File: src/rtl/fsm_bit_serializer.sv
// -----------------------------------------------------------------------------
// fsm_bit_serializer
//
// Parallel-to-serial feeder for the pattern-detecting FSM. A word and its bit
// length are taken over a valid/ready handshake and shifted out LSB-first, one
// bit per clock. Back-to-back words run with no gap bit. The FSM error output
// is fed back on `halt`, which aborts the word in flight and blocks new words.
//
// Ports:
//   clk         system clock, rising edge
//   arst        asynchronous reset, active-high
//   in_valid    word/length presented
//   in_ready    serializer can accept a word this cycle (combinational)
//   in_word     word to send, bit 0 first
//   in_len      number of bits to send (clamped to WIDTH, 0 = drop word)
//   halt        abort request from the FSM
//   data        serial bit to the FSM (registered)
//   data_valid  data carries a real bit this cycle (registered)
//   busy        a word is being shifted out
//   done        one-cycle pulse after the last bit of a word (registered)
//   aborted     one-cycle pulse after a halt abort (registered)
// -----------------------------------------------------------------------------
module fsm_bit_serializer #(
    parameter int WIDTH = 24,
    parameter int LEN_W = $clog2(WIDTH + 1)
) (
    input  logic             clk,
    input  logic             arst,
    input  logic             in_valid,
    output logic             in_ready,
    input  logic [WIDTH-1:0] in_word,
    input  logic [LEN_W-1:0] in_len,
    input  logic             halt,
    output logic             data,
    output logic             data_valid,
    output logic             busy,
    output logic             done,
    output logic             aborted
);

    typedef enum logic {
        IDLE  = 1'b0,
        SHIFT = 1'b1
    } state_t;

    state_t           state;
    logic [WIDTH-1:0] shreg;
    logic [LEN_W-1:0] remaining;
    logic [LEN_W-1:0] eff_len;
    logic             last_bit;
    logic             accept;

    // Oversized lengths are clamped so the counter never exceeds the word.
    assign eff_len  = (in_len > LEN_W'(WIDTH)) ? LEN_W'(WIDTH) : in_len;
    assign last_bit = (state == SHIFT) && (remaining == LEN_W'(1));

    // A new word may load while the final bit of the current one is on the
    // line, which keeps consecutive words contiguous.
    assign in_ready = !arst && !halt && ((state == IDLE) || last_bit);
    assign accept   = in_valid && in_ready;
    assign busy     = (state == SHIFT);

    always_ff @(posedge clk or posedge arst) begin
        if (arst) begin
            state      <= IDLE;
            shreg      <= '0;
            remaining  <= '0;
            data       <= 1'b0;
            data_valid <= 1'b0;
            done       <= 1'b0;
            aborted    <= 1'b0;
        end else begin
            done    <= 1'b0;
            aborted <= 1'b0;
            if ((state == SHIFT) && halt) begin
                // Abort wins over completion, even on the last bit.
                state      <= IDLE;
                shreg      <= '0;
                remaining  <= '0;
                data       <= 1'b0;
                data_valid <= 1'b0;
                aborted    <= 1'b1;
            end else if ((state == SHIFT) && !last_bit) begin
                data      <= shreg[0];
                shreg     <= shreg >> 1;
                remaining <= remaining - LEN_W'(1);
            end else begin
                // Idle, or finishing the last bit of the current word.
                if (last_bit) begin
                    done <= 1'b1;
                end
                if (accept && (eff_len != '0)) begin
                    state      <= SHIFT;
                    data       <= in_word[0];
                    data_valid <= 1'b1;
                    shreg      <= in_word >> 1;
                    remaining  <= eff_len;
                end else begin
                    // A zero-length word is consumed and reported as done.
                    if (accept) begin
                        done <= 1'b1;
                    end
                    state      <= IDLE;
                    shreg      <= '0;
                    remaining  <= '0;
                    data       <= 1'b0;
                    data_valid <= 1'b0;
                end
            end
        end
    end

endmodule
File: config.mk
export PLATFORM = sky130hd
export DESIGN_NAME = fsm_bit_serializer
export DESIGN_NICKNAME = d
export VERILOG_FILES = /design/src/rtl/fsm_bit_serializer.sv
export SDC_FILE = /design/constraint.sdc
export NUM_CORES = 1
export LEC_CHECK = 0
export CAP_MARGIN = 20
export CORE_MARGIN = 2
export CORE_UTILIZATION = 40
export CTS_BUF_LIST = sky130_fd_sc_hd__clkbuf_4 sky130_fd_sc_hd__clkbuf_8 sky130_fd_sc_hd__clkbuf_16
export DETAILED_ROUTE_END_ITERATION = 8
export GPL_TIMING_DRIVEN = 0
export PLACE_DENSITY = 0.67
export SLEW_MARGIN = 20
export SYNTH_ARGS = -nofsm -noshare
export SYNTH_HDL_FRONTEND = slang
export SYNTH_SLANG_ARGS = --single-unit
export TNS_END_PERCENT = 10
File: constraint.sdc
create_clock -name clk -period 2.1 [get_ports clk]
set_clock_uncertainty 0.05 [all_clocks]
set_input_delay 0.63 -clock clk [delete_from_list [all_inputs] [get_ports clk]]
set_output_delay 0.63 -clock clk [all_outputs]
set_load 0.01 [all_outputs]
==> results of run 1 <==
==> state kept, by name, indices dropped and copies added (netlist names) <==
| register | cells |
|---|---|
| shreg | 23 |
| data | 1 |
| done | 1 |
| busy | 1 |
| aborted | 1 |
| remaining | 5 |
==> layout by cell type (no fill, tap or decap), drive strengths merged <==
cell type / netlist / routed
xnor2: 1 / 1
a21oi: 3 / 3
a311oi: 1 / 1
a31o: 1 / 1
clkinv: 1 / 1
buf: 11 / 15
o31ai: 24 / 24
nand4: 23 / 23
nor3b: 1 / 1
clkbuf: 2 / 9
or4b: 1 / 1
inv: 28 / 28
clkdlybuf4s50: 0 / 35
dlymetal6s2s: 0 / 2
o2111ai: 3 / 3
xor2: 1 / 1
or3: 1 / 1
nand2: 3 / 3
o22ai: 1 / 1
bufinv: 0 / 1
nor4b: 2 / 2
ha: 2 / 2
dfrtp: 32 / 32
nor3: 3 / 3
o21ai: 1 / 1
or4: 2 / 2
a22oi: 1 / 1
nor2: 3 / 3
nand3: 3 / 3
==> layout make-up <==
type | instances | area (sq um)
flip-flops and latches | 32 | 801
well taps | 50 | 62.6
clock buffers | 7 | 96.3
clock inverters | 1 | 30.0
repair buffers | 42 | 410
plain buffers | 12 | 98.8
inverters | 29 | 110
multi-input cells | 81 | 642
fillers | 337 | 1690
==> per-layer routing <==
metal / vias up / wire [um]
li1: 662 / -
met1: 646 / 1620
met2: 28 / 1910
met3: 7 / 148
met4: 0 / 77
met5: - / 0
==> worst max-delay path: stages (launching register included) <==
cell and delay, ns:
dfrtp_1 0.39, inv_2 0.08, ha_4 0.13, nor4b_4 0.27
nor2_4 0.07, nor3_4 0.12, buf_2 0.15
==> final timing paths <==
check,from,end,slack [ns]
worst max-delay path,remaining[1],in_ready,-0.08
worst min-delay path,shreg[10],shreg[9],0.45
worst max register to register,remaining[1],shreg[6],0.22
worst min register to register,shreg[10],shreg[9],0.45
max in group asynchronous,arst,shreg[19],1.05
min in group asynchronous,arst,shreg[4],0.52
==> power by group through the flow <==
stage	clock, uW	sequential, uW	combinational (uW)
4_1_cts	664	670	312
6_report	646	671	313
5_1_grt	683	674	345
2_1_floorplan	0	677	175
3_5_place_dp	0	681	297
3_3_place_gp	0	678	289
==> synth_stat cells (3+ instances only) <==
master / n
a21oi_1: 3
inv_1: 28
o2111ai_1: 3
nand2_1: 3
o31ai_2: 3
nor3_1: 3
dfrtp_1: 32
buf_2: 4
nand4_1: 23
o31ai_1: 21
buf_6: 3
nand3_1: 3
==> cell families (layout without fill, tap and decap cells) <==
group                      after synthesis  after routing
AOI/OAI and AO/OA                       35             35
DFF                                     32             32
xor gates and xnor gates                 2              2
adders and majority gates                2              2
buffers and inverters                   42             91
and+or+nand+nor                         42             42
==> per-stage QoR <==
| stage | setup TNS (ns) | instances | total power, uW |
|---|---|---|---|
| 2_1_floorplan | 0 | 155 | 852 |
| 3_3_place_gp | -10.40 | 243 | 968 |
| 3_5_place_dp | -7.63 | 243 | 977 |
| 4_1_cts | -0.330 | 253 | 1650 |
| 5_1_grt | -0.144 | 254 | 1700 |
| 6_report | -0.0826 | 254 | 1630 |
==> what timing repair did <==
action                     CTS  global route
setup endpoints to repair    4            23
pin swaps                    1             2
setup buffers                3             1
resized for setup           11             3
hold buffers                 0             0
==> run_results.csv, run 1 <==
group,metric,value,unit
outcome,outcome,"finished with violations",
outcome,violations,"negative setup slack",
sta,post-route-period-util,104,%
power_and_ir_drop,clkPwrFrac,39.6,%
synthesis,muxShareOfSynthArea,0,%
synthesis,synthAdderAreaFrac,1.54,%
worst_setup_path,crit_path_start_kind,"flop",
synthesis,seq_area_frac_synth,49.3,%
power_and_ir_drop,seq_power_share,41.2,%
worst_setup_path,required,1.42,ns
power_and_ir_drop,powerDensity,724,nW/um^2
drt,via_per_inst,5.29,
global_route,use_met3,4.00,%
synthesis,synth_top_family_by_area,"compound AO/OA/AOI/OAI gates",
cells_and_area,syn_to_final_growth,38.7,%
die,start_util,41.2,%
clocking,numCtsBuffers,5,
cells_and_area,finish.utilization,57.1,%
synthesis,synth_compound_area_share,17.5,%
drt,drc_errors,0,
die,die_height,67.7,um
cells_and_area,drive_gt1_share,18.6,%
hold_path,holdPathStages,2,
placement,gp_congestion,0.758,
placement,placed_area,2070,sq um
sta,finalHoldViolCount,0,
global_route,grt_pass1_wl,6.51,mm
power_and_ir_drop,power_frac_comb,19.2,%
global_route,grt_pass1_vias,1437,
global_route,antenna_found_initial,0,
worst_setup_path,end_kind,"output pin",
die,dieArea,4580,sq um
sta,fmax,0.458,GHz
synthesis,synth.largest_area_cell,"dfrtp_1",
clocking,htree_levels,2,
worst_setup_path,crit_arrival,1.50,ns
clocking,cts_tree,"built",
synthesis,synth_edf_count,0,
synthesis,synth_area,1620,sq um
synthesis,synth_xor_xnor_area_share,1.08,%
sta,maxSlewViolCount,0,
die,ios,39,
placement,io_buffers,38,
synthesis,ys_warn_count,0,
drt,postRouteAntennaNets,0,
drt,drt-initial-drc-count,88,
cells_and_area,nets,238,
drt,vias,1343,
sta,worst_pin_slew,0.668,ns
sta,setup_viol,1,
global_route,track_usage,19.4,%
clocking,worst_skew_pair.late_latency,0.29,ns
synthesis,syn-num-nets,190,
synthesis,ys_ff_latch,32,
synthesis,ys.flop_type,"dfrtp_1",
worst_setup_path,critPathMaxFanout,2,
sta,fin_ws,-0.0826,ns
power_and_ir_drop,power.internal,1220,uW
die,core,3940,sq um
drt,drt-total-wl,3.76,mm
power_and_ir_drop,p_sw_share,25.3,%
worst_setup_path,critPathKind,"reg -> out",
global_route,global_route.usage.met1,23.9,%
synthesis,avgSynthCellArea,10.5,sq um
clocking,clk_pin_slew,0.07,ns
cells_and_area,n_antenna_cell,0,
placement,hpwl,2.55,mm
clocking,ctsRootBufferMaster,"clkbuf_8",
hold_path,worst_hold_path_type,"reg -> reg",
synthesis,async_flop_share,100,%
sta,grt_setup_unrepaired,"true",
global_route,grt_max_degree,33,
sta,min_period,2.18,ns
synthesis,synth_top_area_share,49.3,%
power_and_ir_drop,leakage,0.00104,uW
die,fp-row-count,23,
clocking,cts.path.max_buffers,2,
drt,detail_route.wl_per_cell,14.8,um
clocking,cts_sinks,32,
job,cap_violations,0,
cells_and_area,fin_area,2250,sq um
global_route,grt.overflow.total,0,
sta,maxSlewHeadroom,55.4,%
power_and_ir_drop,p_switching,413,uW
synthesis,synth-simple-area-share,17.3,%
worst_setup_path,rr_worst_depth,8,
placement,dp_slack,-0.683,ns
global_route,grt-busiest-layer,"met2",
synthesis,synth_top_cells_by_area,"dfrtp_1 49%, o31ai_1 9.7%, nand4_1 8.9%",
sta,whs,0.448,ns
synthesis,syn_inst,155,
power_and_ir_drop,ir_drop,0.406,mV
drt,first_pass_iters,5,
synthesis,synth_cell_types,33,
global_route,grt_use_met2,32.5,%
die,fp.dieW,67.7,um
Note: power is estimated with default switching activity, not from simulation.
==> run 2: changes to the inputs <==
--- a/config.mk
+++ b/config.mk
@@ -6,12 +6,14 @@
 export NUM_CORES = 1
 export LEC_CHECK = 0
 export CAP_MARGIN = 20
+export CELL_PAD_IN_SITES_DETAIL_PLACEMENT = 1
+export CELL_PAD_IN_SITES_GLOBAL_PLACEMENT = 1
 export CORE_MARGIN = 2
-export CORE_UTILIZATION = 40
+export CORE_UTILIZATION = 37
 export CTS_BUF_LIST = sky130_fd_sc_hd__clkbuf_4 sky130_fd_sc_hd__clkbuf_8 sky130_fd_sc_hd__clkbuf_16
 export DETAILED_ROUTE_END_ITERATION = 8
 export GPL_TIMING_DRIVEN = 0
-export PLACE_DENSITY = 0.67
+export PLACE_DENSITY_LB_ADDON = 0.1
 export SLEW_MARGIN = 20
 export SYNTH_ARGS = -nofsm -noshare
 export SYNTH_HDL_FRONTEND = slang
==> run_results.csv, run 2 (synthesis gave the netlist of run 1 again) <==
group,metric,value,unit
cells_and_area,n_antenna_cell,0,
global_route,grt_pass1_wl,6.76,mm
hold_path,worst_hold_path_type,"reg -> reg",
clocking,cts_sinks,32,
placement,io_buffers,38,
worst_setup_path,critPathKind,"in -> out",
worst_setup_path,rr_worst_depth,7,
worst_setup_path,critPathMaxFanout,4,
placement,hpwl,2.75,mm
sta,fin_ws,-0.0626,ns
worst_setup_path,crit_path_start_kind,"primary input",
worst_setup_path,crit_arrival,1.48,ns
global_route,grt.overflow.total,0,
die,ios,39,
cells_and_area,fin_area,2240,sq um
drt,drt-total-wl,3.98,mm
power_and_ir_drop,ir_drop,0.302,mV
global_route,grt_max_degree,33,
worst_setup_path,max_stage_delay,0.50,ns
clocking,worst_skew_pair.late_latency,0.28,ns
sta,fmax,0.462,GHz
clocking,numCtsBuffers,5,
drt,vias,1353,
worst_setup_path,regToRegSetupSlack,0.18,ns
drt,first_pass_iters,4,
placement,gp_congestion,0.766,
hold_path,whs_endpoint,"shreg[11]",
power_and_ir_drop,powerDensity,646,nW/um^2
power_and_ir_drop,leakage,0.00104,uW
worst_setup_path,required,1.42,ns
worst_setup_path,end_kind,"output pin",
die,start_util,37.8,%
drt,drt-initial-drc-count,64,
drt,postRouteAntennaNets,0,
cells_and_area,reg.largest.list,"shreg (23), remaining (5)",
clocking,ctsRootBufferMaster,"clkbuf_8",
job,cap_violations,0,
die,die_height,70.2,um
worst_setup_path,critPathLaunch,"halt",
power_and_ir_drop,finalPower,1450,uW
cells_and_area,syn_to_final_growth,38.2,%
cells_and_area,fill_cells,484,
global_route,antenna_found_initial,0,
drt,drc_errors,0,
placement,dp_slack,-0.652,ns
clocking,cts_tree,"built",
drt,route.layer.met1.wl,1.81,mm
cells_and_area,drive_gt1_share,20.2,%
die,fp-row-count,24,
cells_and_area,layout_common_cells,"35 x clkdlybuf4s50_1, 32 x dfrtp_1, 26 x inv_1",
outcome,violations,"negative setup slack",
worst_setup_path,r2r-end,"remaining[4]",
worst_setup_path,r2r_start,"remaining[1]",
sta,min_period,2.16,ns
drt,dr.max_layer_used,"met4",
cells_and_area,largest_register_ffs,23,
sta,grt_setup_unrepaired,"true",
hold_path,worstHoldStart,"shreg[12]",
clocking,clk_pin_slew,0.06,ns
placement,placed_area,2070,sq um
sta,maxSlewHeadroom,54.5,%
worst_setup_path,worstPathCellList,"clkdlybuf4s50_1, nor3_2, buf_2",
global_route,track_usage,17.7,%
outcome,outcome,"finished with violations",
drt,detail_route.wl_per_cell,15.3,um
cells_and_area,largest-register,"shreg",
cells_and_area,layout_commonest_cell,"clkdlybuf4s50_1",
cells_and_area,nets,243,
die,fp.dieW,70.2,um
drt,route.met2.wl,1.95,mm
sta,tns,-0.0626,ns
sta,whs,0.454,ns
sta,finalHoldViolCount,0,
sta,worst_pin_slew,0.681,ns
clocking,cts.path.max_buffers,2,
global_route,grt_pass1_vias,1422,
die,dieArea,4930,sq um
drt,dr_wl_met3,156,um
worst_setup_path,crit_slowest_cell,"clkdlybuf4s50_1",
clocking,htree_levels,2,
sta,setup_viol,1,
hold_path,holdPathStages,2,
sta,post-route-period-util,103,%
sta,maxSlewViolCount,0,
die,core,4290,sq um
clocking,hold_buffers,0,
drt,via_per_inst,5.20,
[run 2: cell count changes in the layout (fill, tap and decap cells not counted)]
cell,before,now
buf_4,5,10
clkbuf_4,0,2
bufinv_16,1,0
clkbuf_8,7,5
buf_2,5,4
nor3_2,0,1
nor3_4,1,0
clkinv_2,1,2
[run 2: power by group]
group	total, uW	switching, uW	internal (uW)
logic	324	163	161
registers	671	24.5	646
clock network	455	217	238
total	1450	405	1040
[run 2: how the worst max path moves through the flow]
stage	to	slack (ns)	depth (start not counted)
after CTS	in_ready	-0.20	7
after detailed placement	in_ready	-0.65	6
final	in_ready	-0.06	3
after floorplan	in_ready	0.005	6
after global placement	in_ready	-0.63	6
after global routing	in_ready	-0.14	6
[run 2: layout make-up]
class / instances / area, sq um / area share [%]
buffer: 12 / 101 / 4.52
inverter: 29 / 110 / 4.91
multi-input combinational: 81 / 636 / 28.3
tap: 52 / 65.1 / 2.90
sequential: 32 / 801 / 35.7
clock buffer: 6 / 76.3 / 3.40
clock inverter: 1 / 5.00 / 0.223
timing repair buffer: 47 / 448 / 20.0
[run 2: metal layers]
layer / GRT usage (%) / vias to the layer above
met5: 0 / -
met4: 6.84 / 0
met2: 28.8 / 25
met3: 4.76 / 5
li1: - / 668
met1: 22.2 / 655
[run 2: stage by stage]
stage          util (%)  instances
5_1_grt            52.2        260
6_report           52.2        260
4_1_cts            51.3        256
3_5_place_dp       48.2        245
3_3_place_gp       48.2        245
2_1_floorplan         -        155
[run 2: repair_timing]
item                                    CTS  global route
pin swaps                                 1             4
resized for setup                        11             5
buffers inserted                          4             4
cloned                                    0             1
endpoints found under the setup margin    6            22
[run 2: critical path, delay by kind of cell]
family,cells,cell delay [ns]
buf+inv,2,0.65
simple gates,1,0.20
==> run 3: changes to the inputs <==
--- a/config.mk
+++ b/config.mk
@@ -14,7 +14,6 @@
 export DETAILED_ROUTE_END_ITERATION = 8
 export GPL_TIMING_DRIVEN = 0
 export PLACE_DENSITY_LB_ADDON = 0.1
-export SLEW_MARGIN = 20
 export SYNTH_ARGS = -nofsm -noshare
 export SYNTH_HDL_FRONTEND = slang
 export SYNTH_SLANG_ARGS = --single-unit
==> run_results.csv, run 3 (synthesis gave the netlist of run 1 again) <==
group,metric,value,unit
sta,grt_setup_unrepaired,"true",
placement,gp_congestion,0.766,
cells_and_area,nets,244,
clocking,numCtsBuffers,5,
sta,fmax,0.468,GHz
placement,dp_slack,-0.666,ns
clocking,clk_pin_slew,0.07,ns
die,start_util,37.8,%
die,ios,39,
die,fp-row-count,24,
cells_and_area,syn_to_final_growth,41.6,%
worst_setup_path,required,1.42,ns
sta,setup_viol,1,
worst_setup_path,crit_path_start_kind,"flop",
clocking,cts_sinks,32,
sta,maxSlewHeadroom,64.4,%
power_and_ir_drop,ir_drop,0.284,mV
hold_path,worst_hold_path_type,"reg -> reg",
power_and_ir_drop,powerDensity,664,nW/um^2
clocking,ctsRootBufferMaster,"clkbuf_8",
cells_and_area,reg.largest.list,"shreg (23), remaining (5)",
clocking,cts.path.max_buffers,2,
cells_and_area,multi_input_area,646,sq um
sta,tns,-0.0354,ns
placement,io_buffers,38,
global_route,grt.overflow.total,0,
sta,post-route-period-util,102,%
sta,worst_pin_slew,0.534,ns
power_and_ir_drop,finalPower,1520,uW
die,dieArea,4930,sq um
cells_and_area,largest-register,"shreg",
drt,postRouteAntennaNets,0,
drt,drt-total-wl,4.14,mm
cells_and_area,fill_cells,487,
global_route,track_usage,17.7,%
clocking,htree_levels,2,
worst_setup_path,critPathMaxFanout,2,
worst_setup_path,end_kind,"output pin",
worst_setup_path,critPathKind,"reg -> out",
drt,detail_route.wl_per_cell,15.9,um
cells_and_area,largest_register_ffs,23,
die,die_height,70.2,um
worst_setup_path,crit_arrival,1.46,ns
global_route,grt_pass1_vias,1444,
job,cap_violations,0,
cells_and_area,n_antenna_cell,0,
sta,finalHoldViolCount,0,
outcome,violations,"negative setup slack",
global_route,antenna_found_initial,0,
clocking,worst_skew_pair.late_latency,0.28,ns
global_route,grt_max_degree,23,
clocking,cts_tree,"built",
outcome,outcome,"finished with violations",
die,fp.dieW,70.2,um
cells_and_area,layout_commonest_cell,"clkdlybuf4s50_1",
drt,drt-initial-drc-count,47,
sta,fin_ws,-0.0354,ns
cells_and_area,seq_area,801,sq um
drt,via_per_inst,5.28,
sta,maxSlewViolCount,0,
drt,vias,1377,
sta,min_period,2.14,ns
power_and_ir_drop,leakage,0.00108,uW
cells_and_area,drive_gt1_share,21.1,%
cells_and_area,fin_area,2300,sq um
placement,hpwl,2.79,mm
global_route,grt_pass1_wl,6.91,mm
die,core,4290,sq um
cells_and_area,layout_common_cells,"34 x clkdlybuf4s50_1, 32 x dfrtp_1, 27 x inv_1",
placement,placed_area,2100,sq um
drt,drc_errors,0,
drt,first_pass_iters,4,
==> run 3: cell count changes in the layout (fill, tap and decap cells not counted) <==
cell,previous run,this run
clkbuf_8,5,7
dlymetal6s2s_1,2,3
clkbuf_4,2,1
clkdlybuf4s50_1,35,34
o31ai_1,21,19
inv_2,2,1
buf_16,0,1
o31ai_2,3,5
inv_1,26,27
clkinv_2,2,1
==> run 3: where the power goes <==
part           internal (uW)  switching [uW]  total [uW]
registers                646            24.3         670
clock network            292             222         514
logic                    170             170         340
total                   1110             417        1520
==> run 3: final timing paths <==
kind / slack (ns) / endpoint / start / depth (start not counted)
setup / recovery: -0.04 / in_ready / remaining[1] / 6
hold / removal: 0.45 / data / shreg[0] / 2
setup reg to reg: 0.13 / shreg[6] / remaining[1] / 9
hold reg to reg: 0.45 / data / shreg[0] / 2
max in group asynchronous: 0.73 / shreg[12] / arst / 3
min in group asynchronous: 0.78 / shreg[21] / arst / 2
==> run 3: area by class of cell <==
type | count | share of cell area (%)
flip-flops and latches | 32 | 34.9
multi-input cells | 81 | 28.1
repair buffers | 48 | 20.8
inverters | 29 | 4.79
plain buffers | 12 | 4.41
clock buffers | 7 | 4.19
well taps | 52 | 2.83
==> run 3: repair_timing <==
action | CTS | global route
pin swaps | 1 | 3
gates resized for setup | 10 | 8
hold buffers | 0 | 0
setup endpoints to repair | 9 | 21
hold endpoints to repair | 0 | 0
gates cloned | 0 | 1
setup buffers | 4 | 4
==> run 3: critical path, stage by stage (launching register included) <==
cell and delay [ns]:
dfrtp_1 0.39, inv_2 0.08, ha_4 0.12, nor4b_4 0.27, nor2_4 0.07, nor3_2 0.10, buf_2 0.15
==> run 3: metrics by stage <==
stage               utilization [%]  hold slack (ns)  instances
finish                         53.5            0.455        261
global route                   53.5            0.487        261
CTS                            52.0            0.457        256
detailed placement             48.8            0.448        246
global placement               48.2            0.434        245
floorplan                         -            0.427        155
==> run 3: routing by layer <==
metal  global-route usage, %  vias up  routed length, um
met4                    5.13        0                 53
met5                       0        -                  0
met3                    4.76        5                129
li1                        -      671                  -
met1                    22.3      681               1870
met2                    29.9       20               2080
==> variant (config.mk and constraints of run 1) <==
Change the parameter `WIDTH` from 24 to 36.
--- a/src/rtl/fsm_bit_serializer.sv
+++ b/src/rtl/fsm_bit_serializer.sv
@@ -21,7 +21,7 @@
 //   aborted     one-cycle pulse after a halt abort (registered)
 // -----------------------------------------------------------------------------
 module fsm_bit_serializer #(
-    parameter int WIDTH = 24,
+    parameter int WIDTH = 36,
     parameter int LEN_W = $clog2(WIDTH + 1)
 ) (
     input  logic             clk,
Ports: changed (resized in_len and in_word); port bits go from 39 to 52. No check against the original RTL was run, so the function may have changed too.
==> variant against run 1 <==
  * The flow still finishes with violations (setup timing)
  * Wire length up 12%
  * Sequential cell count up 13
  * Final area is 23% higher
  * Area after synthesis up 23%
  * Via count is 21% higher
  * Worst setup slack worse by 0.14 ns
  * Critical endpoint unchanged
  * Highest routed layer unchanged
Power is not compared: it rests on default switching activity, and its combinational part moved more than twofold at a synthesized area within 25%.
==> variant: results (changes against run 1) <==
status: "finished, violations left"
violations: "setup timing"
grt_max_degree: 26  # -21%
setup_tns_ns: -0.225  # -0.142 ns
multi_input_area_um2: 796  # +24%
hold_path_startpoint: "shreg[17]"
slew_headroom: 0.682  # +0.127
cpLargestDelayFamily: "flip-flops"
dpl_cell_area_um2: 2640  # +28%
setup_viol: 1  # unchanged
wire_per_inst_um: 12.2  # -18%
crit_arrival_ns: 1.64  # +0.14 ns
cts_setup_buffers: 5  # +2
grt_pass1_wl_um: 6990  # +7.3%
whs_ns: 0.444  # -0.00389 ns
timing.rr.end: "shreg[18]"
grtUsageTotal: 0.167  # -0.0274
top_regs: "shreg: 35 flops, remaining: 6 flops"
synthTopCellsByCount: "nand2_1, dfrtp_1, a21oi_1"
worst_slack_ns: -0.225  # -0.142 ns
synth_nets: 262  # +38%
cts_resized: 16  # +5
yosysUniqueCellTypes: 30  # -9.1%
dr_total_vias: 1630  # +21%
synth_area_leaders: "dfrtp_1, nand2_1, a21oi_1"
-- variant: layout make-up --
cell class,instances,share of cell area
plain buffers,12,0.0307
well taps,67,0.0302
inverters,5,0.00676
clock inverters,1,0.00180
flip-flops and latches,45,0.407
multi-input cells,150,0.287
clock buffers,7,0.0347
repair buffers,58,0.202
-- variant: worst min path at each step --
stage,endpoint,depth (start not counted)
after CTS,shreg[16],2
final,shreg[16],2
after detailed placement,shreg[8],2
after floorplan,data,2
after global placement,shreg[13],2
after global routing,shreg[10],2
-- variant: logic make-up (layout without fill, tap and decap cells) --
family                     Yosys count  in the layout  synth area share
AOI/OAI and AO/OA                   51             51             0.160
DFF                                 45             45             0.564
and+or+nand+nor                     94             94             0.197
buffers and inverters               19             83            0.0538
adders and majority gates            2              2            0.0125
xor gates and xnor gates             3              3            0.0132
-- variant: per-layer routing --
metal  routed length (um)  track usage
met5                    0            0
met4                   53       0.0536
met3                  205       0.0535
met2                 1950        0.256
met1                 2000        0.229
